==> src/rtl/vibe_pattern_ctrl.sv <==
// Haptic burst sequencer: plays N on/off bursts as 1-cycle shake_open/shake_close pulses.
// Optional feature macro: VIBE_RETRIGGER_EN (start while busy restarts the pattern).
module vibe_pattern_ctrl #(
    parameter int unsigned MS_DIV     = 50000,
    parameter int unsigned ON_MS      = 200,
    parameter int unsigned LONG_ON_MS = 600,
    parameter int unsigned OFF_MS     = 100
) (
    input  logic       clk_50M,
    input  logic       s_rst_n,
    input  logic       start,
    input  logic       stop,
    input  logic [3:0] burst_cnt,
    input  logic       long_sel,
    output logic       shake_open,
    output logic       shake_close,
    output logic       busy,
    output logic       done
);

    localparam int unsigned PRESC_W = (MS_DIV > 1) ? $clog2(MS_DIV) : 1;
    localparam int unsigned MS_W    = 16;
    localparam int unsigned CNT_W   = 4;

    typedef enum logic [1:0] {
        S_IDLE = 2'd0,
        S_ON   = 2'd1,
        S_OFF  = 2'd2
    } state_e;

    state_e             state_q, state_d;
    logic [PRESC_W-1:0] presc_q, presc_d;
    logic [MS_W-1:0]    ms_q, ms_d;
    logic [CNT_W-1:0]   remaining_q, remaining_d;
    logic [MS_W-1:0]    on_ms_q, on_ms_d;
    logic               shake_open_q, shake_open_d;
    logic               shake_close_q, shake_close_d;
    logic               busy_q, busy_d;
    logic               done_q, done_d;

    logic               tick_c;
    logic [MS_W-1:0]    phase_len_c;
    logic               phase_end_c;
    logic [MS_W-1:0]    load_on_ms_c;
    logic               retrig_c;

`ifdef VIBE_RETRIGGER_EN
    assign retrig_c = start;
`else
    assign retrig_c = 1'b0;
`endif

    // Timebase: phase ends on the last prescaler cycle of the last ms of the phase.
    assign tick_c       = (presc_q == PRESC_W'(MS_DIV - 1));
    assign phase_len_c  = (state_q == S_ON) ? on_ms_q : MS_W'(OFF_MS);
    assign phase_end_c  = tick_c && (ms_q == (phase_len_c - MS_W'(1)));
    assign load_on_ms_c = long_sel ? MS_W'(LONG_ON_MS) : MS_W'(ON_MS);

    always_comb begin
        state_d       = state_q;
        remaining_d   = remaining_q;
        on_ms_d       = on_ms_q;
        shake_open_d  = 1'b0;
        shake_close_d = 1'b0;
        done_d        = 1'b0;
        presc_d       = tick_c ? '0 : (presc_q + PRESC_W'(1));
        ms_d          = tick_c ? (ms_q + MS_W'(1)) : ms_q;

        case (state_q)
            S_IDLE: begin
                presc_d = '0;
                ms_d    = '0;
                if (start && !stop && (burst_cnt != '0)) begin
                    state_d      = S_ON;
                    remaining_d  = burst_cnt;
                    on_ms_d      = load_on_ms_c;
                    shake_open_d = 1'b1;
                end
            end
            default: begin
                // Abort (stop, or a retrigger with zero bursts) beats retrigger beats expiry.
                if (stop || (retrig_c && (burst_cnt == '0))) begin
                    state_d       = S_IDLE;
                    shake_close_d = 1'b1;
                    presc_d       = '0;
                    ms_d          = '0;
                end else if (retrig_c) begin
                    state_d      = S_ON;
                    remaining_d  = burst_cnt;
                    on_ms_d      = load_on_ms_c;
                    shake_open_d = 1'b1;
                    presc_d      = '0;
                    ms_d         = '0;
                end else if (phase_end_c) begin
                    presc_d = '0;
                    ms_d    = '0;
                    if (state_q == S_ON) begin
                        shake_close_d = 1'b1;
                        remaining_d   = remaining_q - CNT_W'(1);
                        if (remaining_q == CNT_W'(1)) begin
                            state_d = S_IDLE;
                            done_d  = 1'b1;
                        end else begin
                            state_d = S_OFF;
                        end
                    end else begin
                        state_d      = S_ON;
                        shake_open_d = 1'b1;
                    end
                end
            end
        endcase

        busy_d = (state_d != S_IDLE);
    end

    always_ff @(posedge clk_50M) begin
        if (!s_rst_n) begin
            state_q       <= S_IDLE;
            presc_q       <= '0;
            ms_q          <= '0;
            remaining_q   <= '0;
            on_ms_q       <= '0;
            shake_open_q  <= 1'b0;
            shake_close_q <= 1'b0;
            busy_q        <= 1'b0;
            done_q        <= 1'b0;
        end else begin
            state_q       <= state_d;
            presc_q       <= presc_d;
            ms_q          <= ms_d;
            remaining_q   <= remaining_d;
            on_ms_q       <= on_ms_d;
            shake_open_q  <= shake_open_d;
            shake_close_q <= shake_close_d;
            busy_q        <= busy_d;
            done_q        <= done_d;
        end
    end

    assign shake_open  = shake_open_q;
    assign shake_close = shake_close_q;
    assign busy        = busy_q;
    assign done        = done_q;

endmodule

==> config.mk <==
export PLATFORM = sky130hd
export DESIGN_NAME = vibe_pattern_ctrl
export DESIGN_NICKNAME = d
export VERILOG_FILES = /design/src/rtl/vibe_pattern_ctrl.sv
export SDC_FILE = /design/constraint.sdc
export NUM_CORES = 1
export LEC_CHECK = 0
export ABC_AREA = 1
export BUFFER_PORTS_ARGS = -buffer_cell sky130_fd_sc_hd__buf_2
export CAP_MARGIN = 20
export CORE_MARGIN = 2
export CORE_UTILIZATION = 55
export CTS_CLUSTER_SIZE = 30
export DETAILED_ROUTE_END_ITERATION = 16
export PLACE_DENSITY = 0.73
export SKIP_LAST_GASP = 1
export SYNTH_ARGS = -nofsm -noshare
export SYNTH_HDL_FRONTEND = slang
export SYNTH_SLANG_ARGS = --single-unit
==> constraint.sdc <==
create_clock -name clk_50M -period 3.1 [get_ports clk_50M]
set_clock_uncertainty 0.05 [all_clocks]
set_input_delay 0.155 -clock clk_50M [delete_from_list [all_inputs] [get_ports clk_50M]]
set_output_delay 0.155 -clock clk_50M [all_outputs]
set_load 0.1 [all_outputs]
==> reports/results.ini, run 1 <==
[layout]
final_common_cell = nand2_1
drive_gt1_share_pct = 8.93
final_cells = 444
n_antenna_cell = 0
layout_common_cells = nand2_1 (82), inv_1 (55), nor2_1 (51)
nets = 405
area_growth_pct = 7.15

[route]
vias_per_cell = 5.27
vias = 2339
drt-initial-drc-count = 230
totalWireLength_mm = 5.17
wl_per_cell_um = 11.7
ant_nets = 0
dr.pass1.iters = 4
remaining_drc_errors = 0

[setup_path]
cp_num_cells = 11
worst-setup-path-type = flip-flop to flip-flop
cp_max_fo = 14
cp-start-kind = flip-flop
r2r_cells = 11
crit_top_cell = nor2_2
reg2reg_slack_ps = 950
critPathCapture = ms_q[11]
path_buf_inv = 1
setup.worst_path.end_class = flip-flop
cp.required_ps = 3260
rr_startpoint = presc_q[0]
max_stage_delay_ps = 360
cp_cell_sequence = ha_1 -> nand3_1 -> nor2_2 -> nand3_2 -> nor2_1 -> nand2_1 -> nor2_2 -> nand2_4 -> nand2_2 -> inv_1 -> and3_1
worstReg2RegEnd = ms_q[11]
cp_slowest_cell = dfxtp_1
crit_family = simple AND/OR/NAND/NOR gates
crit_arrival_ps = 2300
crit_start = presc_q[0]

[grt]
grt_pass1_wl_mm = 9.10
antenna_found_initial = 0
grt_use_total_pct = 22.1
gr-total-overflow = 0
first_global_vias = 2174
grt_max_degree = 15

[synth]
synth-edff-count = 0
yosysTopAreaCell = dfxtp_1
netlist-cell-type-count = 33
syn_inst = 378
synth.avg_cell_area_um2 = 6.62
syn_nets = 391
async_reset_ff_share_pct = 0
ys_top_cells_by_area = dfxtp_1 (36%), nand2_1 (12%), inv_1 (8.3%), nor2_1 (7.6%), nand3_1 (5.0%)
synth-seq-cells = 45
yosysSeqAreaShare_pct = 36.0
ys.flop_type = dfxtp_1
syn-cell-area_mm2 = 0.00250
yosys_warnings = 0
synth_top_area_share_pct = 36.0

[timing]
rsz0062_at_grt = no
tns_ps = 0
timing.final.crit_share_pct = 69.2
setup_slack_ps = 955
max_freq_mhz = 466
worst_pin_slew_ps = 704
hold_ws_ps = 74.2
final_hold_viol_count = 0
slew_viol_final = 0
slew_headroom_pct = 52.6
fin_crit_ps = 2150
finalSetupViolCount = 0

[power_and_ir_drop]
powerDensity_mw_per_mm2 = 394
worst_ir_drop_vdd_uv = 308
p_total_mw = 1.06
power.leakage_nw = 0.979

[die]
rows = 24
die_area_mm2 = 0.00511
die_y_um = 71.5
dieWidth_um = 71.5
core_mm2 = 0.00435
io-pin-count = 13
initial_utilization_pct = 57.5

[clock_tree]
cts_buffers = 5
ctsHtreeMaxLevel = 2
cts-resized-gates = 0
cts_hold_buf = 0
clock_sinks = 45
clk_latency_ps = 310
clkTransAtPathRegs_ps = 80
clockRootBuffer = clkbuf_8
clockBufferDepth = 2
cts_setup_buffers = 0
cts_tree = done

[worst_hold_path]
min_from = long_sel
hp-class = input port to flip-flop

[placed_design]
dpl.cell_count = 437
gp_congestion = 0.890
dp_hpwl_mm = 3.94
dp_slack_ps = 941
port_buffers = 12

[status]
status = finished clean

[job]
maxCapViolCount = 0

## synth_stat cells (3+ instances only)
cell type / n
xnor2_1: 3
dfxtp_1: 45
a21oi_1: 23
nor3_1: 17
o21ai_0: 16
o21ai_1: 3
nor4_1: 7
xor2_1: 9
nor2_2: 5
nand4_1: 7
inv_1: 55
nand2_1: 82
nor2_1: 51
nand3_1: 25
ha_1: 4
## layout make-up
type | count | area, µm²
timing repair buffer | 12 | 60.1
tap | 52 | 65.1
fill | 416 | 1670
multi-input combinational | 271 | 1360
clock buffer | 7 | 86.3
inverter | 57 | 214
sequential | 45 | 901
## per-layer routing
metal	vias up	wire [µm]	global-route usage (%)
met2	35	2390	36.2
met1	1049	2500	28.3
li1	1242	-	-
met3	13	167	4.08
met4	0	112	9.85
met5	-	0	0
## per-stage QoR
stage,utilization (%),area (µm²)
after CTS,61.6,2680
after floorplan,-,2500
after global routing,61.6,2680
after global placement,59.6,2590
after detailed placement,59.6,2590
final,61.6,2680
## report_power, final
part	switching (mW)	leakage (nW)	internal (mW)
combinational	0.0612	0.570	0.0282
clock	0.193	0.0443	0.177
sequential	0.00822	0.364	0.588
total	0.263	0.979	0.793
## cells by family (layout without fill, tap and decap cells)
logic type / after synthesis / count (layout) / synth area share, %
XOR/XNOR: 12 / 12 / 4.20
adder cells (fa/ha/maj): 4 / 4 / 2.00
AND/OR/NAND/NOR: 209 / 209 / 38.3
AO/OA/AOI/OAI: 46 / 46 / 9.60
buffers and inverters: 62 / 76 / 9.85
flip-flops: 45 / 45 / 36.0
## worst min-delay path by stage
stage	end	slack, ps	cells after the start
2_1_floorplan	shake_close	260	2
3_3_place_gp	presc_q[0]	380	1
3_5_place_dp	presc_q[0]	390	1
4_1_cts	on_ms_q[7]	70	4
5_1_grt	on_ms_q[4]	110	3
6_report	on_ms_q[7]	70	4
## worst reg2reg max path: stages (launching register included)
cell and delay [ps]:
dfxtp_1 360, ha_1 190, nand3_1 160, nor2_2 190, nand3_2 170, nor2_1 130, nand2_1 70, nor2_2 120
nand2_4 90, nand2_2 230, inv_1 120, and3_1 170
## state kept, by name (all words and copies together) (netlist names)
register     cells
ms_q            16
presc_q         16
remaining_q      4
on_ms_q          3
state_q          2
busy             1
done             1
shake_close      1
shake_open       1
(Power assumes the default switching activity.)
==> run 2: changes to the inputs <==
--- a/config.mk
+++ b/config.mk
@@ -5,14 +5,14 @@
 export SDC_FILE = /design/constraint.sdc
 export NUM_CORES = 1
 export LEC_CHECK = 0
-export ABC_AREA = 1
+export ABC_AREA = 0
 export BUFFER_PORTS_ARGS = -buffer_cell sky130_fd_sc_hd__buf_2
 export CAP_MARGIN = 20
 export CORE_MARGIN = 2
-export CORE_UTILIZATION = 55
+export CORE_UTILIZATION = 54
 export CTS_CLUSTER_SIZE = 30
 export DETAILED_ROUTE_END_ITERATION = 16
-export PLACE_DENSITY = 0.73
+export PLACE_DENSITY = 0.75
 export SKIP_LAST_GASP = 1
 export SYNTH_ARGS = -nofsm -noshare
 export SYNTH_HDL_FRONTEND = slang
==> constraint.sdc (replaced) <==
create_clock -name clk_50M -period 1.93 [get_ports clk_50M]
set_clock_uncertainty 0.05 [all_clocks]
set_input_delay 0.0965 -clock clk_50M [delete_from_list [all_inputs] [get_ports clk_50M]]
set_output_delay 0.0965 -clock clk_50M [all_outputs]
set_load 0.1 [all_outputs]
==> run 2 against run 1 <==
  * The run now ends with negative setup slack left
  * Clock-buffer cell count is the same
  * Critical endpoint is now ms_q[10]
  * Via count shrank 12%
  * Wire length grew 2.8%
  * Final cell count shrank 15%
  * Clock power grew 99%
  * Sequential share of layout area shrank 4.3 points
  * Non-clock buffer count grew 59
==> reports/results.ini, run 2 <==
[synth]
yosysTopAreaCell = dfxtp_1  ; unchanged
syn-cell-area_mm2 = 0.00227  ; was 0.00250 mm²
synth.avg_cell_area_um2 = 8.72  ; was 6.62 µm²
yosysSeqAreaShare_pct = 39.7  ; was 36.0%
netlist-cell-type-count = 42  ; was 33
syn_nets = 273  ; was 391
synth_common_cells = nor2_1 (47), dfxtp_1 (45), xor2_1 (23), nand3_1 (15), nand2_1 (14)  ; was nand2_1 (82), inv_1 (55), nor2_1 (51), dfxtp_1 (45), nand3_1 (25)
yosys_warnings = 0  ; unchanged
syn_inst = 260  ; was 378
synth-seq-cells = 45  ; unchanged
async_reset_ff_share_pct = 0  ; unchanged
ys.flop_type = dfxtp_1  ; unchanged
ys_top_cells_by_area = dfxtp_1 (40%), xor2_1 (8.9%), nor2_1 (7.8%), nand3_1 (3.3%), mux2i_1 (3.1%)  ; was dfxtp_1 (36%), nand2_1 (12%), inv_1 (8.3%), nor2_1 (7.6%), nand3_1 (5.0%)
synth_top_area_share_pct = 39.7  ; was 36.0%
synth-edff-count = 0  ; unchanged
synth.most_common_cell = nor2_1  ; was nand2_1

[die]
dieWidth_um = 68.8  ; was 71.5 µm
die_y_um = 68.8  ; was 71.5 µm
rows = 23  ; was 24
die_area_mm2 = 0.00473  ; was 0.00511 mm²
io-pin-count = 13  ; unchanged
initial_utilization_pct = 56.3  ; was 57.5%
core_mm2 = 0.00403  ; was 0.00435 mm²

[status]
violations = negative setup slack
status = finished with violations  ; was finished clean

[layout]
reg_top3 = ms_q x16, presc_q x16, remaining_q x4  ; unchanged
final_common_cell = buf_4  ; was nand2_1
fillers = 278  ; was 416
nets = 341  ; was 405
drive_gt1_share_pct = 35.3  ; was 8.93%
n_antenna_cell = 0  ; unchanged
fin_area_mm2 = 0.00313  ; was 0.00268 mm²
area_growth_pct = 38.1  ; was 7.15%
layout_common_cells = buf_4 (48), nor2_1 (37), dfxtp_1 (37)  ; was nand2_1 (82), inv_1 (55), nor2_1 (51)

[power_and_ir_drop]
p_total_mw = 1.85  ; was 1.06 mW
worst_ir_drop_vdd_uv = 534  ; was 308 µV
combPwrFrac_pct = 8.7  ; was 8.5%
p_int_mw = 1.43  ; was 793 µW
p_sw_share_pct = 22.5  ; was 24.9%
power.leakage_nw = 1.19  ; was 0.979 nW
net-switching-power_uw = 417  ; was 263 µW
clockPowerShare_pct = 39.8  ; was 35.1%
p_seq_share_pct = 51.5  ; was 56.5%
powerDensity_mw_per_mm2 = 591  ; was 394 mW/mm²

[placed_design]
place_area_mm2 = 0.00273  ; was 0.00259 mm²
port_buffers = 12  ; unchanged
dp_hpwl_mm = 3.45  ; was 3.94 mm
gp_congestion = 0.800  ; was 0.890
dp_slack_ps = -299  ; was 941 ps

[setup_path]
crit_family = simple AND/OR/NAND/NOR gates  ; unchanged
cp.required_ps = 2070  ; was 3260 ps
crit_top_cell = buf_6  ; was nor2_2
cp_cell_sequence = nor2b_4 -> buf_6 -> nand4_1 -> a311oi_2 -> buf_4 -> o2111ai_4 -> nor2_4 -> or3_1 -> buf_6 -> nor2_1  ; was ha_1 -> nand3_1 -> nor2_2 -> nand3_2 -> nor2_1 -> nand2_1 -> nor2_2 -> nand2_4 -> nand2_2 -> inv_1 -> and3_1
cp_slowest_cell = dfxtp_4  ; was dfxtp_1
worst-setup-path-type = flip-flop to flip-flop  ; unchanged
cp-start-kind = flip-flop  ; unchanged
cp_max_fo = 16  ; was 14
path_buf_inv = 3  ; was 1
setup.worst_path.end_class = flip-flop  ; unchanged
max_stage_delay_ps = 380  ; was 360 ps
crit_arrival_ps = 2360  ; was 2300 ps

[grt]
grt_use_total_pct = 23.3  ; was 22.1%
gr-usage-met1_pct = 26.9  ; was 28.3%
first_global_vias = 1952  ; was 2174
top_usage_layer = met2  ; unchanged
grtUsageMet2_pct = 41.0  ; was 36.2%
gr-total-overflow = 0  ; unchanged
grt_max_degree = 17  ; was 15
gr-usage-met3_pct = 3.90  ; was 4.08%
antenna_found_initial = 0  ; unchanged
grt_pass1_wl_mm = 8.20  ; was 9.10 mm

[timing]
tns_ps = -9230  ; was 0 ps
final_hold_viol_count = 0  ; unchanged
fin_crit_ps = 2220  ; was 2150 ps
timing.final.crit_share_pct = 115  ; was 69.2%
worst_pin_slew_ps = 506  ; was 704 ps
max_freq_mhz = 450  ; was 466 MHz
finalSetupViolCount = 42  ; was 0
rsz0062_at_grt = yes  ; was no
setup_slack_ps = -293  ; was 955 ps
slew_viol_final = 0  ; unchanged
slew_headroom_pct = 66.0  ; was 52.6%

[clock_tree]
clockRootBuffer = clkbuf_8  ; unchanged
ctsHtreeMaxLevel = 2  ; unchanged
clk_latency_ps = 310  ; about the same
clkTransAtPathRegs_ps = 80  ; about the same
clockBufferDepth = 2  ; unchanged
clock_sinks = 45  ; unchanged
cts_tree = done  ; unchanged
cts_buffers = 5  ; unchanged

[route]
totalWireLength_mm = 5.32  ; was 5.17 mm
ant_nets = 0  ; unchanged
vias = 2060  ; was 2339
vias_per_cell = 5.44  ; was 5.27
dr.pass1.iters = 4  ; unchanged
remaining_drc_errors = 0  ; unchanged
drt-initial-drc-count = 133  ; was 230
wl_per_cell_um = 14.0  ; was 11.7 µm

[job]
maxCapViolCount = 0  ; unchanged

[worst_hold_path]
hp-class = input port to flip-flop  ; unchanged

==> run 2: changes by cell type in the layout (fill, tap and decap cells not counted), sizes merged, moves of 5 or more <==
cell / previous run / this run
mux2i: 0 / 7
or3: 0 / 5
o21ai: 19 / 6
and3: 2 / 9
nand2: 86 / 14
inv: 57 / 6
xor2: 9 / 23
xnor2: 3 / 8
nor3: 18 / 6
nor2: 57 / 48
buf: 12 / 70
nand3: 27 / 15
a21oi: 24 / 9
==> run 2: routing by layer <==
layer	share of wire (%)	wire [µm]
met2	51	2700
met3	2.3	123
met4	2.0	108
met1	45	2380
met5	0	0
==> run 2: power by group through the flow <==
stage / Clock, mW / Combinational (mW) / Sequential (mW)
after floorplan: 0 / 0.0767 / 0.988
after global placement: 0 / 0.141 / 0.974
after detailed placement: 0 / 0.143 / 0.975
after CTS: 0.749 / 0.152 / 0.954
after global routing: 0.781 / 0.177 / 0.955
final: 0.736 / 0.162 / 0.953
==> run 2: path summary, 6_finish.rpt <==
path                startpoint        endpoint  slack [ps]  cells past startpoint
hold / removal    burst_cnt[0]  remaining_q[0]          20                      3
setup reg to reg    state_q[0]        ms_q[10]        -290                     10
setup / recovery    state_q[0]        ms_q[10]        -290                     10
hold reg to reg     presc_q[0]      presc_q[0]         450                      1
==> run 2: metrics by stage <==
step / hold slack, ps / utilization, % / std cells
finish: 18.7 / 77.7 / 379
global route: 36.9 / 77.7 / 379
CTS: 16.8 / 73.7 / 376
detailed placement: 309 / 67.8 / 362
global placement: 303 / 67.8 / 362
floorplan: 190 / - / 260
==> run 2: cells by family after synthesis <==
group | after synthesis | share of synthesized area, %
XOR/XNOR | 31 | 12.0
multiplexers | 7 | 3.09
AND/OR/NAND/NOR | 128 | 30.4
buffers and inverters | 17 | 3.31
AO/OA/AOI/OAI | 28 | 9.33
adder cells (fa/ha/maj) | 4 | 2.21
flip-flops | 45 | 39.7
==> run 2: worst reg2reg max path, cell delays in order (launching register included) <==
cell and delay, ps:
dfxtp_4 380, nor2b_4 160, buf_6 120, nand4_1 110, a311oi_2 330, buf_4 180
o2111ai_4 150, nor2_4 220, or3_1 160, buf_6 170, nor2_1 70
==> run 2: final cells by class <==
class	instances	area (µm²)	share of cell area [%]
repair buffers	71	568	18.1
flip-flops and latches	45	916	29.3
well taps	50	62.6	2.00
inverters	7	26.3	0.839
clock buffers	7	86.3	2.76
multi-input cells	198	1440	46.0
clock inverters	1	30.0	0.959
==> run 2: what timing repair did <==
item                       in CTS  in global routing
gates resized for setup        15                 37
pin swaps                       5                 21
hold endpoints to repair        1                  0
hold buffers                    1                  0
setup endpoints to repair      37                 42
gates cloned                    1                  0
buffers inserted                4                  3
==> run 3: changes to the inputs <==
--- a/config.mk
+++ b/config.mk
@@ -9,10 +9,10 @@
 export BUFFER_PORTS_ARGS = -buffer_cell sky130_fd_sc_hd__buf_2
 export CAP_MARGIN = 20
 export CORE_MARGIN = 2
-export CORE_UTILIZATION = 54
+export CORE_UTILIZATION = 39
 export CTS_CLUSTER_SIZE = 30
 export DETAILED_ROUTE_END_ITERATION = 16
-export PLACE_DENSITY = 0.75
+export REMOVE_ABC_BUFFERS = 1
 export SKIP_LAST_GASP = 1
 export SYNTH_ARGS = -nofsm -noshare
 export SYNTH_HDL_FRONTEND = slang
==> run 3 against run 2 <==
  * Clock power grew 3%
  * The run still ends with negative setup slack left
  * Maximum frequency is 3.0% higher
  * Largest cell class unchanged
  * Via count down 2.1%
  * Sequential share of layout area decreased by 0.70 points
  * Flip-flop and latch count unchanged
  * Final cell count is 5.5% higher
  * Die area grew 36%
==> reports/results.ini, run 3 (synthesis gave the netlist of run 2 again) <==
[status]
status = finished with violations  ; unchanged
violations = negative setup slack  ; unchanged

[clock_tree]
cts_hold_buf = 0  ; was 1
clockRootBuffer = clkbuf_8  ; unchanged
clk_latency_ps = 300  ; was 310 ps
cts_buffers = 5  ; unchanged
cts_tree = done  ; unchanged
clkTransAtPathRegs_ps = 90  ; was 80 ps
clock_sinks = 45  ; unchanged
clockBufferDepth = 2  ; unchanged
ctsHtreeMaxLevel = 2  ; unchanged

[layout]
area_growth_pct = 41.8  ; was 38.1%
drive_gt1_share_pct = 42.1  ; was 35.3%
final_common_cell = buf_4  ; unchanged
layout_common_cells = buf_4 (49), dfxtp_1 (35), nor2_1 (31)  ; was buf_4 (48), nor2_1 (37), dfxtp_1 (37)
reg_top3 = ms_q x16, presc_q x16, remaining_q x4  ; unchanged
final_cells = 400  ; was 379
n_antenna_cell = 0  ; unchanged
nets = 340  ; was 341

[route]
vias_per_cell = 5.04  ; was 5.44
drt-initial-drc-count = 69  ; was 133
totalWireLength_mm = 5.26  ; was 5.32 mm
vias = 2017  ; was 2060
wl_per_cell_um = 13.1  ; was 14.0 µm
ant_nets = 0  ; unchanged
dr.pass1.iters = 4  ; unchanged
remaining_drc_errors = 0  ; unchanged

[setup_path]
setup.worst_path.end_class = flip-flop  ; unchanged
cp.required_ps = 2070  ; about the same
cp_max_fo = 6  ; was 16
cp-start-kind = flip-flop  ; unchanged
reg2reg_slack_ps = -230  ; was -290 ps
worst-setup-path-type = flip-flop to flip-flop  ; unchanged
critPathCapture = remaining_q[3]  ; was ms_q[10]
rr_startpoint = on_ms_q[7]  ; was state_q[0]
crit_arrival_ps = 2300  ; was 2360 ps
worstReg2RegEnd = remaining_q[3]  ; was ms_q[10]
r2r_cells = 7  ; was 10
crit_start = on_ms_q[7]  ; was state_q[0]

[die]
die_area_mm2 = 0.00644  ; was 0.00473 mm²
dieWidth_um = 80.2  ; was 68.8 µm
core_mm2 = 0.00557  ; was 0.00403 mm²
io-pin-count = 13  ; unchanged
rows = 27  ; was 23
initial_utilization_pct = 40.7  ; was 56.3%
die_y_um = 80.2  ; was 68.8 µm

[worst_hold_path]
hp-class = input port to flip-flop  ; unchanged
min_path_cells = 3  ; unchanged

[power_and_ir_drop]
power.leakage_nw = 1.18  ; was 1.19 nW
worst_ir_drop_vdd_uv = 363  ; was 534 µV
p_total_mw = 1.87  ; was 1.85 mW
powerDensity_mw_per_mm2 = 582  ; was 591 mW/mm²

[timing]
fin_crit_ps = 2160  ; was 2220 ps
final_hold_viol_count = 0  ; unchanged
finalSetupViolCount = 42  ; unchanged
slew_headroom_pct = 67.3  ; was 66.0%
rsz0062_at_grt = yes  ; unchanged
timing.final.crit_share_pct = 112  ; was 115%
slew_viol_final = 0  ; unchanged
max_freq_mhz = 463  ; was 450 MHz
setup_slack_ps = -229  ; was -293 ps
worst_pin_slew_ps = 489  ; was 506 ps

[grt]
gr-total-overflow = 0  ; unchanged
first_global_vias = 1888  ; was 1952
grt_pass1_wl_mm = 8.56  ; was 8.20 mm
grt_max_degree = 17  ; unchanged
grt_use_total_pct = 16.9  ; was 23.3%
antenna_found_initial = 0  ; unchanged

[placed_design]
dpl.cell_count = 386  ; was 362
gp_congestion = 0.826  ; was 0.800
port_buffers = 12  ; unchanged
dp_hpwl_mm = 3.49  ; was 3.45 mm

[job]
maxCapViolCount = 0  ; unchanged

## run 3: cell types whose count changed in the layout (fill, tap and decap cells not counted), sizes merged
cell / before / now
dlygate4sd3: 1 / 0
clkbuf: 7 / 6
clkinvlp: 0 / 1
## run 3: worst max-delay path, stage by stage, from the launching register on
cell,delay (ps)
dfxtp_2,360
nand2b_1,150
a211oi_1,300
a311oi_2,110
or4_4,550
o21ai_4,220
mux2i_1,210
o32ai_1,80
## run 3: metal layers
metal  vias to the layer above  routed length, µm  track usage, %
li1                       1035                  -               -
met1                       947               2540            22.6
met2                        27               2500            27.1
met3                         8                154            3.37
met4                         0                 70            5.93
met5                         -                  0               0
## run 3: what timing repair did
action | CTS | global route
endpoints found under the setup margin | 42 | 42
pin swaps | 13 | 35
gates resized for setup | 18 | 65
setup buffers | 4 | 3
cloned | 1 | 1
## run 3: report_power, final
part	switching [mW]	internal (mW)	leakage (nW)
clock	0.333	0.421	0.0574
combinational	0.0894	0.0720	0.757
sequential	0.0147	0.940	0.369
total	0.437	1.43	1.18
## run 3: how the worst min path moves through the flow
stage	startpoint	end
finish	long_sel	on_ms_q[4]
global route	s_rst_n	remaining_q[3]
CTS	long_sel	on_ms_q[4]
detailed placement	long_sel	on_ms_q[4]
global placement	long_sel	on_ms_q[4]
floorplan	long_sel	on_ms_q[4]
## run 3: layout make-up
| cell class | instances | area [µm²] |
|---|---|---|
| inverters | 7 | 26.3 |
| clock inverters | 2 | 37.5 |
| multi-input cells | 198 | 1520 |
| repair buffers | 70 | 546 |
| well taps | 72 | 90.1 |
| fillers | 503 | 2360 |
| flip-flops and latches | 45 | 918 |
| clock buffers | 6 | 82.6 |
## run 3: through the flow
stage | hold WS (ps) | cell area [µm²] | setup TNS (ps) | util, % | setup slack (ps)
2_1_floorplan | 190 | 2220 | -9660 | - | -442
3_3_place_gp | 307 | 2770 | -5410 | 49.7 | -275
3_5_place_dp | 325 | 2770 | -6100 | 49.7 | -242
4_1_cts | 2.54 | 3000 | -4800 | 53.7 | -215
5_1_grt | 28.5 | 3220 | -7950 | 57.7 | -316
6_report | 9.21 | 3220 | -4320 | 57.7 | -229
